==> src/rtl/rv32i_uart_pkg.sv <==
// Shared register map, bit positions and transmitter state encoding for the MMIO UART.
// Constants only: no logic, no latency, no flow control.
package rv32i_uart_pkg;

    localparam logic [1:0] REG_TXDATA = 2'd0;
    localparam logic [1:0] REG_STATUS = 2'd1;
    localparam logic [1:0] REG_CTRL   = 2'd2;

    localparam int ST_FULL    = 0;
    localparam int ST_EMPTY   = 1;
    localparam int ST_BUSY    = 2;
    localparam int ST_OVF     = 3;
    localparam int ST_IRQ     = 4;
    localparam int ST_CNT_LSB = 8;

    localparam int CTRL_TX_EN  = 0;
    localparam int CTRL_IRQ_EN = 1;

    typedef enum logic [1:0] {
        S_IDLE  = 2'd0,
        S_START = 2'd1,
        S_DATA  = 2'd2,
        S_STOP  = 2'd3
    } tx_state_t;

endpackage

==> src/rtl/uart_tx_fifo.sv <==
// Synchronous byte FIFO; dout shows the head combinationally, push/pop take effect at the edge.
// Backpressure: a push when full and a pop when empty are ignored; the caller watches full/empty.
module uart_tx_fifo #(
    parameter int DEPTH = 8,
    parameter int WIDTH = 8
) (
    input  logic                     clk,
    input  logic                     reset,
    input  logic                     push,
    input  logic [WIDTH-1:0]         din,
    input  logic                     pop,
    output logic [WIDTH-1:0]         dout,
    output logic                     full,
    output logic                     empty,
    output logic [$clog2(DEPTH):0]   count
);
    localparam int AW = $clog2(DEPTH);
    localparam int CW = AW + 1;

    logic [WIDTH-1:0] mem [DEPTH];
    logic [AW-1:0]    wr_ptr;
    logic [AW-1:0]    rd_ptr;
    logic             do_push;
    logic             do_pop;

    assign full    = (count == CW'(DEPTH));
    assign empty   = (count == '0);
    assign do_push = push & ~full;
    assign do_pop  = pop & ~empty;
    assign dout    = mem[rd_ptr];

    always_ff @(posedge clk) begin
        if (do_push) mem[wr_ptr] <= din;
    end

    // Power-of-two depth lets the pointers wrap by plain overflow.
    always_ff @(posedge clk or posedge reset) begin
        if (reset) begin
            wr_ptr <= '0;
            rd_ptr <= '0;
            count  <= '0;
        end else begin
            if (do_push) wr_ptr <= wr_ptr + AW'(1);
            if (do_pop)  rd_ptr <= rd_ptr + AW'(1);
            case ({do_push, do_pop})
                2'b10:   count <= count + CW'(1);
                2'b01:   count <= count - CW'(1);
                default: count <= count;
            endcase
        end
    end

endmodule

==> src/rtl/rv32i_uart_tx_mmio.sv <==
// MMIO 8N1 UART transmitter: combinational hit/rdata, txd falls one edge after a push into an idle, empty FIFO.
// Full FIFO drops writes and sets sticky ovf; optional irq output under `UART_TX_IRQ_EN.
module rv32i_uart_tx_mmio
    import rv32i_uart_pkg::*;
#(
    parameter logic [31:0] BASE_ADDR    = 32'hFFFF_0000,
    parameter int          CLKS_PER_BIT = 434,
    parameter int          FIFO_DEPTH   = 8
) (
    input  logic        clk,
    input  logic        reset,
    input  logic        Memwrite,
    input  logic [31:0] Memaddr,
    input  logic [31:0] MemWdata,
    output logic        hit,
    output logic [31:0] rdata,
    output logic        uart_txd
`ifdef UART_TX_IRQ_EN
    ,
    output logic        irq
`endif
);
    localparam int CW     = $clog2(FIFO_DEPTH) + 1;
    localparam int BCNT_W = $clog2(CLKS_PER_BIT);
    localparam logic [BCNT_W-1:0] BCNT_RELOAD = BCNT_W'(CLKS_PER_BIT - 1);

    tx_state_t         state;
    logic [BCNT_W-1:0] bcnt;
    logic [2:0]        bidx;
    logic [7:0]        shreg;
    logic              tx_en;
    logic              ovf;

    logic [1:0]        offset;
    logic              wr;
    logic              push;
    logic              pop;
    logic              busy;
    logic              fifo_full;
    logic              fifo_empty;
    logic [7:0]        fifo_dout;
    logic [CW-1:0]     fifo_count;
    logic              unused_bits;

    assign hit    = (Memaddr[31:4] == BASE_ADDR[31:4]);
    assign offset = Memaddr[3:2];
    assign wr     = Memwrite & hit;
    assign push   = wr && (offset == REG_TXDATA);
    assign busy   = (state != S_IDLE);
    assign pop    = (state == S_IDLE) && tx_en && !fifo_empty;

    assign unused_bits = ^{Memaddr[1:0], MemWdata[31:8]};

    uart_tx_fifo #(
        .DEPTH (FIFO_DEPTH),
        .WIDTH (8)
    ) u_fifo (
        .clk   (clk),
        .reset (reset),
        .push  (push),
        .din   (MemWdata[7:0]),
        .pop   (pop),
        .dout  (fifo_dout),
        .full  (fifo_full),
        .empty (fifo_empty),
        .count (fifo_count)
    );

`ifdef UART_TX_IRQ_EN
    logic irq_en;
`endif

    // Register file; an overflowing push beats a same-edge ovf clear.
    always_ff @(posedge clk or posedge reset) begin
        if (reset) begin
            tx_en <= 1'b1;
            ovf   <= 1'b0;
`ifdef UART_TX_IRQ_EN
            irq_en <= 1'b0;
            irq    <= 1'b0;
`endif
        end else begin
            if (push && fifo_full)
                ovf <= 1'b1;
            else if (wr && offset == REG_STATUS && MemWdata[ST_OVF])
                ovf <= 1'b0;
            if (wr && offset == REG_CTRL) begin
                tx_en <= MemWdata[CTRL_TX_EN];
`ifdef UART_TX_IRQ_EN
                irq_en <= MemWdata[CTRL_IRQ_EN];
`endif
            end
`ifdef UART_TX_IRQ_EN
            irq <= irq_en & fifo_empty & ~busy;
`endif
        end
    end

    always_comb begin
        rdata = '0;
        if (hit) begin
            case (offset)
                REG_STATUS: begin
                    rdata[ST_FULL]             = fifo_full;
                    rdata[ST_EMPTY]            = fifo_empty;
                    rdata[ST_BUSY]             = busy;
                    rdata[ST_OVF]              = ovf;
                    rdata[ST_CNT_LSB +: CW]    = fifo_count;
`ifdef UART_TX_IRQ_EN
                    rdata[ST_IRQ]              = irq;
`endif
                end
                REG_CTRL: begin
                    rdata[CTRL_TX_EN]  = tx_en;
`ifdef UART_TX_IRQ_EN
                    rdata[CTRL_IRQ_EN] = irq_en;
`endif
                end
                default: rdata = '0;
            endcase
        end
    end

    // txd is registered and updated on the same edge as each state change.
    always_ff @(posedge clk or posedge reset) begin
        if (reset) begin
            state    <= S_IDLE;
            bcnt     <= '0;
            bidx     <= '0;
            shreg    <= '0;
            uart_txd <= 1'b1;
        end else begin
            case (state)
                S_IDLE: begin
                    uart_txd <= 1'b1;
                    if (pop) begin
                        shreg    <= fifo_dout;
                        bcnt     <= BCNT_RELOAD;
                        state    <= S_START;
                        uart_txd <= 1'b0;
                    end
                end
                S_START: begin
                    if (bcnt == '0) begin
                        bcnt     <= BCNT_RELOAD;
                        bidx     <= '0;
                        state    <= S_DATA;
                        uart_txd <= shreg[0];
                    end else begin
                        bcnt <= bcnt - BCNT_W'(1);
                    end
                end
                S_DATA: begin
                    if (bcnt == '0) begin
                        shreg <= {1'b0, shreg[7:1]};
                        bcnt  <= BCNT_RELOAD;
                        if (bidx == 3'd7) begin
                            state    <= S_STOP;
                            uart_txd <= 1'b1;
                        end else begin
                            bidx     <= bidx + 3'd1;
                            uart_txd <= shreg[1];
                        end
                    end else begin
                        bcnt <= bcnt - BCNT_W'(1);
                    end
                end
                S_STOP: begin
                    uart_txd <= 1'b1;
                    if (bcnt == '0)
                        state <= S_IDLE;
                    else
                        bcnt <= bcnt - BCNT_W'(1);
                end
                default: state <= S_IDLE;
            endcase
        end
    end

endmodule

==> config.mk <==
export PLATFORM = sky130hd
export DESIGN_NAME = rv32i_uart_tx_mmio
export DESIGN_NICKNAME = d
export VERILOG_FILES = /design/src/rtl/rv32i_uart_pkg.sv /design/src/rtl/uart_tx_fifo.sv /design/src/rtl/rv32i_uart_tx_mmio.sv
export SDC_FILE = /design/constraint.sdc
export NUM_CORES = 1
export LEC_CHECK = 0
export BUFFER_PORTS_ARGS = -buffer_cell sky130_fd_sc_hd__buf_4
export CELL_PAD_IN_SITES_DETAIL_PLACEMENT = 0
export CELL_PAD_IN_SITES_GLOBAL_PLACEMENT = 1
export CORE_MARGIN = 10
export CORE_UTILIZATION = 35
export CTS_CLUSTER_SIZE = 30
export DETAILED_ROUTE_END_ITERATION = 8
export PLACE_DENSITY = 0.65
export RECOVER_POWER = 100
export SYNTH_ARGS = -nofsm -noshare
export SYNTH_HDL_FRONTEND = slang
export SYNTH_SLANG_ARGS = --single-unit
==> constraint.sdc <==
create_clock -name clk -period 4.15 [get_ports clk]
set_input_delay 0.2075 -clock clk [delete_from_list [all_inputs] [get_ports clk]]
set_output_delay 0.2075 -clock clk [all_outputs]
set_load 0.02 [all_outputs]
==> results of run 1 <==
-- through the flow --
step / util (%) / area [um^2] / setup slack, ps
2_1_floorplan: - / 4996 / 1459
5_1_grt: 40.28 / 5569 / 731.3
3_5_place_dp: 38.98 / 5390 / 1024
6_report: 40.28 / 5569 / 1028
3_3_place_gp: 38.98 / 5390 / 1098
4_1_cts: 41.24 / 5702 / 990.5
-- state kept, by name, summed over array words and instances, names as in the netlist --
name / cells
u_fifo.mem: 64
uart_txd: 1
u_fifo.count: 4
ovf: 1
u_fifo.rd_ptr: 3
bcnt: 9
tx_en: 1
u_fifo.wr_ptr: 3
state: 2
shreg: 8
bidx: 3
-- cells in the final DEF (no fill, tap or decap), drive strengths merged, types with 3 or more instances in the layout --
| cell | Yosys | layout |
|---|---|---|
| a21oi | 8 | 8 |
| a221oi | 4 | 4 |
| a22o | 7 | 7 |
| and3 | 12 | 12 |
| buf | 31 | 30 |
| clkbuf | 7 | 35 |
| clkinv | 0 | 3 |
| conb | 1 | 24 |
| dfrtp | 33 | 33 |
| edfxtp | 64 | 64 |
| ha | 15 | 15 |
| inv | 17 | 21 |
| mux2 | 8 | 8 |
| mux2i | 9 | 9 |
| mux4 | 16 | 16 |
| nand2 | 12 | 12 |
| nand2b | 5 | 5 |
| nand4 | 6 | 6 |
| nor2 | 18 | 18 |
| nor3 | 12 | 12 |
| nor4 | 8 | 8 |
| o21ai | 12 | 12 |
| o221a | 3 | 3 |
| o2bb2ai | 4 | 4 |
| or3 | 3 | 3 |
| or4 | 5 | 5 |
| or4b | 3 | 3 |
| xnor2 | 4 | 4 |
| xor2 | 3 | 3 |
-- routing by layer --
metal | global-route usage (%) | vias up | routed length (um) | share of wire [%]
li1 | - | 1449 | - | -
met5 | 0 | - | 0 | 0
met3 | 3.116 | 10 | 520 | 4.9
met4 | 3.163 | 0 | 100 | 0.95
met2 | 18.55 | 60 | 5312 | 50
met1 | 13.07 | 1511 | 4608 | 44
-- report_power, final --
group | internal (W) | total, W | switching [W]
logic | 0.0000239 | 0.0000670 | 0.0000431
registers | 0.00105 | 0.00105 | 0.00000000000384
clock network | 0.000429 | 0.000832 | 0.000403
-- worst register-to-register path: stages, from the launching register on --
cell,delay [ps]
dfrtp_1,400
inv_1,120
ha_1,570
inv_1,260
nor2_1,450
ha_1,300
ha_1,250
a21o_1,180
a21oi_1,170
mux2i_1,230
xnor2_1,130
-- logic make-up (layout without fill, tap and decap cells) --
| family | count (synthesis) | after routing | share of synthesized area, % |
|---|---|---|---|
| fa+ha+maj | 16 | 16 | 4.230 |
| xor+xnor | 7 | 7 | 1.249 |
| simple gates | 92 | 92 | 11.11 |
| flops | 99 | 99 | 57.03 |
| other cells | 1 | 24 | 0.07638 |
| mux | 33 | 33 | 11.01 |
| compound gates | 57 | 57 | 8.869 |
| buf+inv | 55 | 90 | 6.422 |
-- cell type report --
class	count	share of cell area (%)
clock inverter	7	1.370
sequential	99	50.28
clock buffer	9	4.044
multi-input combinational	229	33.00
inverter	17	1.146
tap	180	4.044
timing repair buffer	57	6.111
-- how the worst min path moves through the flow --
stage	startpoint	endpoint	slack, ps	cells after the start
floorplan	MemWdata[0]	u_fifo.mem[0][0]	310	0
global placement	reset	bcnt[0]	350	3
detailed placement	reset	bcnt[0]	360	3
CTS	MemWdata[2]	u_fifo.mem[5][2]	70	1
global route	Memwrite	ovf	150	2
finish	Memwrite	ovf	160	2
==> impl_metrics.tcl, run 1 <==
set metrics [dict create \
    final_nets 496 \
    fin_tns_setup_ps 0 \
    maxSlewHeadroom_pct -32.73 \
    initial_core_util_pct 35.51 \
    cts_tree "built" \
    grt_pass1_wl_mm 16.88 \
    cts_sinks 99 \
    ys_top_cells_by_count "edfxtp_1, dfrtp_1, buf_4" \
    synth-edff-count 64 \
    syn_area_per_cell_um2 13.64 \
    core_area_mm2 0.01383 \
    rows 43 \
    holdBufCountCts 1 \
    crit_path_frequent_cell "ha_1" \
    gp_congestion 0.7496 \
    port_buffers 50 \
    synth_ff_type "edfxtp_1" \
    dr.pass1.iters 8 \
    via_per_inst 5.067 \
    finalHoldViolations 0 \
    arrival_ps 3390 \
    grt_pass1_vias 3062 \
    synth_top_area_share_pct 39.14 \
    violations "capacitance limit, slew limit" \
    finalCritPeriodShare_pct 75.22 \
    multi_input_area_mm2 0.001838 \
    rsz0062_at_grt "false" \
    hold_path_class "primary input to flop" \
    synthArstFlopShare_pct 35.35 \
    ys_seq_elements 99 \
    root_buffer "clkbuf_16" \
    required_ps 4420 \
    synth_seq_area_share_pct 57.03 \
    grtUsageTotal_pct 10.90 \
    maxCapViolCount 1 \
    syn_inst 360 \
    outcome "finished with violations" \
    clk_pin_slew_ps 70 \
    htreeDepth 3 \
    synthesis.area_mm2 0.004910 \
    critPathLaunch "state[0]" \
    vdd.ir_drop.worst_uv 304.0 \
    reg2reg_to "u_fifo.count[3]" \
    end_kind "flop" \
    endpoint "u_fifo.count[3]" \
    worstSetupStartpointType "flop" \
    dp_cells 581 \
    num_vias 3030 \
    die_w_um 138.4 \
    clk_latency_ps 350 \
    n_antenna_cell 0 \
    avgRoutedWirePerCell_um 17.63 \
    drive_gt1_share_pct 18.90 \
    pwr_density_cell_mw_per_mm2 350.1 \
    worst_pin_slew_ps 1991 \
    crit_buf_inv 2 \
    critPathSlowestCell "ha_1" \
    cts_setup_buffers 0 \
    cp_max_fo 16 \
    hpwlAfterDp_mm 7.255 \
    fin_crit_ps 3122 \
    synth_most_common_cell "edfxtp_1" \
    cp_num_cells 10 \
    drt-initial-drc-count 171 \
    cts_buffers 9 \
    holdWs_ps 156.0 \
    die_area_mm2 0.01917 \
    critPathTopFamily "adder cells" \
    r2r_cells 10 \
    grt_overflow 0 \
    wirelength_mm 10.54 \
    synth_cell_types 60 \
    grt_antenna_before_repair 0 \
    synth_area_leaders "edfxtp_1, dfrtp_1, mux4_2, ha_1, buf_4" \
    seqCellArea_mm2 0.002800 \
    fin_worst_skew_ps 9.066 \
    cpPeakStageDelay_ps 570 \
    p_leak_nw 2.170 \
    ctsResizeCount 0 \
    ios 101 \
    r2r-start "state[0]" \
    max_freq_mhz 320.4 \
    fin_cells 598 \
    reg2reg_setup_slack_ps 1030 \
    setup_viol 0 \
    yosys_warnings 0 \
    total_power_w 0.001950 \
    path_cells "inv_1 > ha_1 > inv_1 > nor2_1 > ha_1 > ha_1 > a21o_1 > a21oi_1 > mux2i_1 > xnor2_1" \
    drv_slew 36 \
    clockBufferDepth 2 \
    drc 0 \
    critPathKind "flop to flop" \
    synthToLayoutAreaGrowth_pct 13.43 \
    die_y_um 138.4 \
    grt_start_max_net_pins 36 \
    nFillCells 1348 \
    synth_area_leader_cell "edfxtp_1" \
    ant_nets 0 \
]
(Power assumes the default switching activity.)
==> run 2, diff against run 1 <==
- clock period: 4.15 -> 3.25 ns (I/O delays scaled with it)
==> run 2 against run 1 <==
  * The run now ends clean
  * Non-clock buffer count rose by 10
  * Flip-flop and latch count stayed put
  * Fmax grew 9.7%
  * Combinational power is 28% higher
  * Global-route usage grew 0.28 points
  * Final area increased by 1.5%
  * Worst hold slack got worse by 110 ps
  * Utilization up 0.62 points
  * Clock skew down 1.1 ps
  * Critical path type unchanged
==> impl_metrics.tcl, run 2 (synthesis gave the netlist of run 1 again) <==
set metrics [dict create \
    outcome "complete, no violations" \
    ant_nets 0 \
    synthToLayoutAreaGrowth_pct 15.16 \
    grt_pass1_wl_mm 17.46 \
    holdBufCountCts 0 \
    avgRoutedWirePerCell_um 17.47 \
    vdd.ir_drop.worst_uv 390.1 \
    final_area_mm2 0.005654 \
    routed.top_layer "met4" \
    final_nets 506 \
    finalHoldViolations 0 \
    drv_slew 0 \
    fin_crit_ps 2846 \
    setup_slack_ps 403.7 \
    endpoint "u_fifo.count[3]" \
    drc 0 \
    wl_met2_mm 5.546 \
    final_common_cell "edfxtp_1" \
    comb_power_share_pct 3.4 \
    die_w_um 138.4 \
    end_kind "flop" \
    switchingPower_w 0.0005911 \
    core_area_mm2 0.01383 \
    largestRegisters "u_fifo.mem: 64 flops, bcnt: 9 flops, shreg: 8 flops" \
    drive_gt1_share_pct 20.33 \
    wirelength_mm 10.62 \
    ios 101 \
    via_per_inst 5.021 \
    critPathKind "flop to flop" \
    grtUsageTotal_pct 11.17 \
    post-place-ws_ps 282.5 \
    maxSlewHeadroom_pct 34.76 \
    internal-power_w 0.001926 \
    largest_reg_flops 64 \
    port_buffers 50 \
    swShare_pct 23.49 \
    hold_path_class "primary input to asynchronous set/reset pin" \
    r2r_cells 10 \
    r2r-start "u_fifo.count[3]" \
    initial_core_util_pct 35.51 \
    cp_max_fo 7 \
    wl_met1_mm 4.618 \
    cts_setup_buffers 0 \
    clk_pin_slew_ps 80 \
    pwr-share-clk_pct 43.3 \
    die_area_mm2 0.01917 \
    fin_tns_setup_ps 0 \
    dr.pass1.iters 4 \
    finalCritPeriodShare_pct 87.58 \
    clk_latency_ps 350 \
    root_buffer "clkbuf_16" \
    regMostFlops "u_fifo.mem" \
    reg2reg_setup_slack_ps 400 \
    grt_pass1_vias 3310 \
    rows 43 \
    seqPwrFrac_pct 53.3 \
    clockBufferDepth 2 \
    cts_sinks 99 \
    ctsResizeCount 0 \
    total_power_w 0.002517 \
    maxCapViolCount 0 \
    htreeDepth 3 \
    drt-initial-drc-count 159 \
    final_cell_mix "edfxtp_1, buf_4, dfrtp_1" \
    rsz0062_at_grt "false" \
    setup_viol 0 \
    pwr_density_cell_mw_per_mm2 445.1 \
    max_freq_mhz 351.3 \
    grt_start_max_net_pins 26 \
    worst_pin_slew_ps 977.5 \
    met3_length_um 356 \
    fin_util_pct 40.89 \
    fin_worst_skew_ps 7.971 \
    p_leak_nw 2.223 \
    critPathLaunch "u_fifo.count[3]" \
    n_antenna_cell 0 \
    hpwlAfterDp_mm 7.518 \
    arrival_ps 3120 \
    required_ps 3520 \
    grt_overflow 0 \
    grt_antenna_before_repair 0 \
    cts_buffers 9 \
    reg2reg_to "u_fifo.count[3]" \
    die_y_um 138.4 \
    cts_tree "built" \
    placed_area_mm2 0.005473 \
    gp_congestion 0.7937 \
    worstSetupStartpointType "flop" \
    num_vias 3053 \
]
[run 2: changes by cell type in the layout (fill, tap and decap cells not counted), sizes merged]
cell,before,now
dlygate4sd3,1,0
clkinv,3,4
buf,30,37
clkbuf,35,39
inv,21,20
[run 2: worst max-delay path, stage by stage, from the launching register on]
cell     delay, ps
dfrtp_1        470
or4b_1         540
and3_1         230
and3_1         240
inv_1           80
ha_1           210
ha_1           250
a21o_1         180
a21oi_1        190
mux2i_1        260
xnor2_1        130
[run 2: through the flow]
step / instances / hold slack, ps
after floorplan: 383 / 261.4
after global placement: 592 / 394.7
after detailed placement: 592 / 402.8
after CTS: 608 / 26.69
after global routing: 608 / 127.4
final: 608 / 47.06
[run 2: worst min-delay path by stage]
stage	startpoint	end	slack, ps
2_1_floorplan	MemWdata[0]	u_fifo.mem[0][0]	260
3_3_place_gp	MemWdata[1]	u_fifo.mem[5][1]	390
3_5_place_dp	MemWdata[4]	u_fifo.mem[3][4]	400
4_1_cts	MemWdata[4]	u_fifo.mem[3][4]	30
5_1_grt	Memwrite	ovf	130
6_report	reset	state[0]	50
[run 2: layer usage]
metal | GRT usage [%] | up-vias
li1 | - | 1477
met1 | 13.13 | 1527
met2 | 19.35 | 40
met3 | 3.116 | 9
met4 | 3.330 | 0
met5 | 0 | -
[run 2: layout make-up]
| cell class | instances | area [um^2] |
|---|---|---|
| Inverter | 17 | 63.81 |
| Fill cell | 1327 | 8173 |
| Tap cell | 180 | 225.2 |
| Clock buffer | 9 | 225.2 |
| Clock inverter | 7 | 88.84 |
| Multi-Input combinational cell | 229 | 1853 |
| Timing Repair Buffer | 67 | 397.9 |
| Sequential cell | 99 | 2800 |
[run 2: power groups by stage]
stage / Combinational, W / Clock [W] / Sequential (W)
4_1_cts: 0.0000916 / 0.00113 / 0.00134
6_report: 0.0000858 / 0.00109 / 0.00134
3_5_place_dp: 0.0000914 / 0 / 0.00137
3_3_place_gp: 0.0000887 / 0 / 0.00137
2_1_floorplan: 0.0000598 / 0 / 0.00137
5_1_grt: 0.0000958 / 0.00117 / 0.00134
==> run 3, diff against run 2 <==
- RECOVER_POWER: 100 -> unset
- REMOVE_ABC_BUFFERS: unset -> 1
==> run 3 against run 2 <==
  * The run now ends with hold timing left
  * Sequential power barely moved
  * Die area did not move
  * Highest routed layer unchanged
  * Sequential share of layout area fell by 0.76 points
  * Critical path depth did not move
  * Utilization rose by 0.63 points
  * Total power rose by 0.13%
  * Worst hold slack got worse by 64 ps
  * Final cell count fell by 0.82%
==> impl_metrics.tcl, run 3 (synthesis gave the netlist of run 1 again) <==
set metrics [dict create \
    outcome "finished with violations" \
    violations "hold timing" \
    regMostFlops "u_fifo.mem" \
    required_ps 3520 \
    fin_cells 603 \
    final_nets 501 \
    crit_buf_inv 1 \
    die_area_mm2 0.01917 \
    port_buffers 50 \
    p_leak_nw 2.320 \
    cpPeakStageDelay_ps 620 \
    fin_tns_setup_ps 0 \
    wirelength_mm 10.16 \
    core_area_mm2 0.01383 \
    setup_viol 0 \
    ios 101 \
    fin_util_pct 41.53 \
    critPathTopFamily "simple AND/OR/NAND/NOR gates" \
    vdd.ir_drop.worst_uv 387.5 \
    clk_latency_ps 340 \
    max_freq_mhz 350.4 \
    grt_pass1_vias 3097 \
    drt-initial-drc-count 229 \
    grt_pass1_wl_mm 16.75 \
    hold_path_class "primary input to asynchronous set/reset pin" \
    holdWs_ps -17.24 \
    final_common_cell "edfxtp_1" \
    placed_area_mm2 0.005435 \
    drc 0 \
    fin_crit_ps 2854 \
    largest_reg_flops 64 \
    crit_path_frequent_cell "ha_1" \
    grt_antenna_before_repair 0 \
    ctsResizeCount 0 \
    gp_congestion 0.7336 \
    final_cell_mix "edfxtp_1, buf_4, dfrtp_1" \
    grtUsageTotal_pct 10.67 \
    hpwlAfterDp_mm 7.275 \
    rows 43 \
    rsz0062_at_grt "false" \
    num_vias 3025 \
    critPathKind "flop to flop" \
    end_kind "flop" \
    final_area_mm2 0.005742 \
    cts_buffers 9 \
    htreeDepth 3 \
    holdBufCountCts 0 \
    critPathSlowestCell "or4b_1" \
    pwr_density_cell_mw_per_mm2 438.9 \
    largestRegisters "u_fifo.mem: 64 flops, bcnt: 9 flops, shreg: 8 flops" \
    cts_tree "built" \
    maxCapViolCount 0 \
    grt_start_max_net_pins 22 \
    cts_sinks 99 \
    path_cells "or4b_1 > and3_1 > and3_2 > inv_1 > ha_1 > ha_1 > a21o_1 > a21oi_1 > mux2i_1 > xnor2_1" \
    ant_nets 0 \
    die_w_um 138.4 \
    drv_slew 0 \
    drive_gt1_share_pct 26.95 \
    cts_setup_buffers 0 \
    initial_core_util_pct 35.51 \
    dp_cells 587 \
    clockBufferDepth 2 \
    dr.pass1.iters 4 \
    via_per_inst 5.017 \
    finalCritPeriodShare_pct 87.82 \
    die_y_um 138.4 \
    avgRoutedWirePerCell_um 16.85 \
    root_buffer "clkbuf_16" \
    worst_pin_slew_ps 823.0 \
    fin_worst_skew_ps 7.527 \
    maxSlewHeadroom_pct 45.07 \
    arrival_ps 3130 \
    cp_max_fo 8 \
    n_antenna_cell 0 \
    synthToLayoutAreaGrowth_pct 16.95 \
    finalHoldViolations 18 \
    grt_overflow 0 \
    worstSetupStartpointType "flop" \
    clk_pin_slew_ps 70 \
]
run 3: changes by cell type in the layout (fill, tap and decap cells not counted), sizes merged:
cell	previous run	this run
inv	20	21
bufinv	0	1
clkbuf	39	9
clkinv	4	2
buf	37	62
run 3: worst reg2reg max path, stage by stage (launching register included):
cell and delay [ps]:
dfrtp_1 470, or4b_1 620, and3_1 230, and3_2 250
inv_1 60, ha_1 200, ha_1 250, a21o_1 170
a21oi_1 170, mux2i_1 240, xnor2_1 130
run 3: metal layers:
layer / vias up / wire length [um] / GRT usage (%)
li1: 1460 / - / -
met1: 1495 / 4217 / 12.27
met2: 60 / 5304 / 18.80
met3: 10 / 514 / 2.705
met4: 0 / 123 / 3.663
met5: - / 0 / 0
run 3: final cells by class:
class / instances / area [um^2]
clock buffers: 9 / 225.2
clock inverters: 7 / 81.33
inverters: 17 / 63.81
multi-input cells: 229 / 1881
fillers: 1287 / 8085
flip-flops and latches: 99 / 2800
repair buffers: 62 / 465.4
well taps: 180 / 225.2
run 3: power breakdown:
group / total, W / leakage [nW] / internal [W] / switching, W
clock network: 0.00109 / 0.153 / 0.000612 / 0.000476
registers: 0.00134 / 1.05 / 0.00134 / 0.00000000000495
logic: 0.0000899 / 1.11 / 0.0000347 / 0.0000552
total: 0.00252 / 2.32 / 0.00199 / 0.000532
run 3: stage by stage:
step	total power, W	hold WS [ps]	setup WS, ps
floorplan	0.001407	261.4	603.6
global placement	0.001457	388.8	331.8
detailed placement	0.001459	400.1	322.5
CTS	0.002550	24.92	370.8
global route	0.002609	37.53	156.2
finish	0.002520	-17.24	395.7
run 3: final timing paths:
check                                start               end  slack (ps)  cells past startpoint
max                        u_fifo.count[2]   u_fifo.count[3]         400                     10
min                                  reset           bcnt[7]         -20                      2
max reg2reg                u_fifo.count[2]   u_fifo.count[3]         400                     10
min reg2reg                        bidx[2]           bidx[2]         540                      1
max in group asynchronous            reset          shreg[1]        2540                      3
min in group clk               MemWdata[2]  u_fifo.mem[7][2]          50                      1
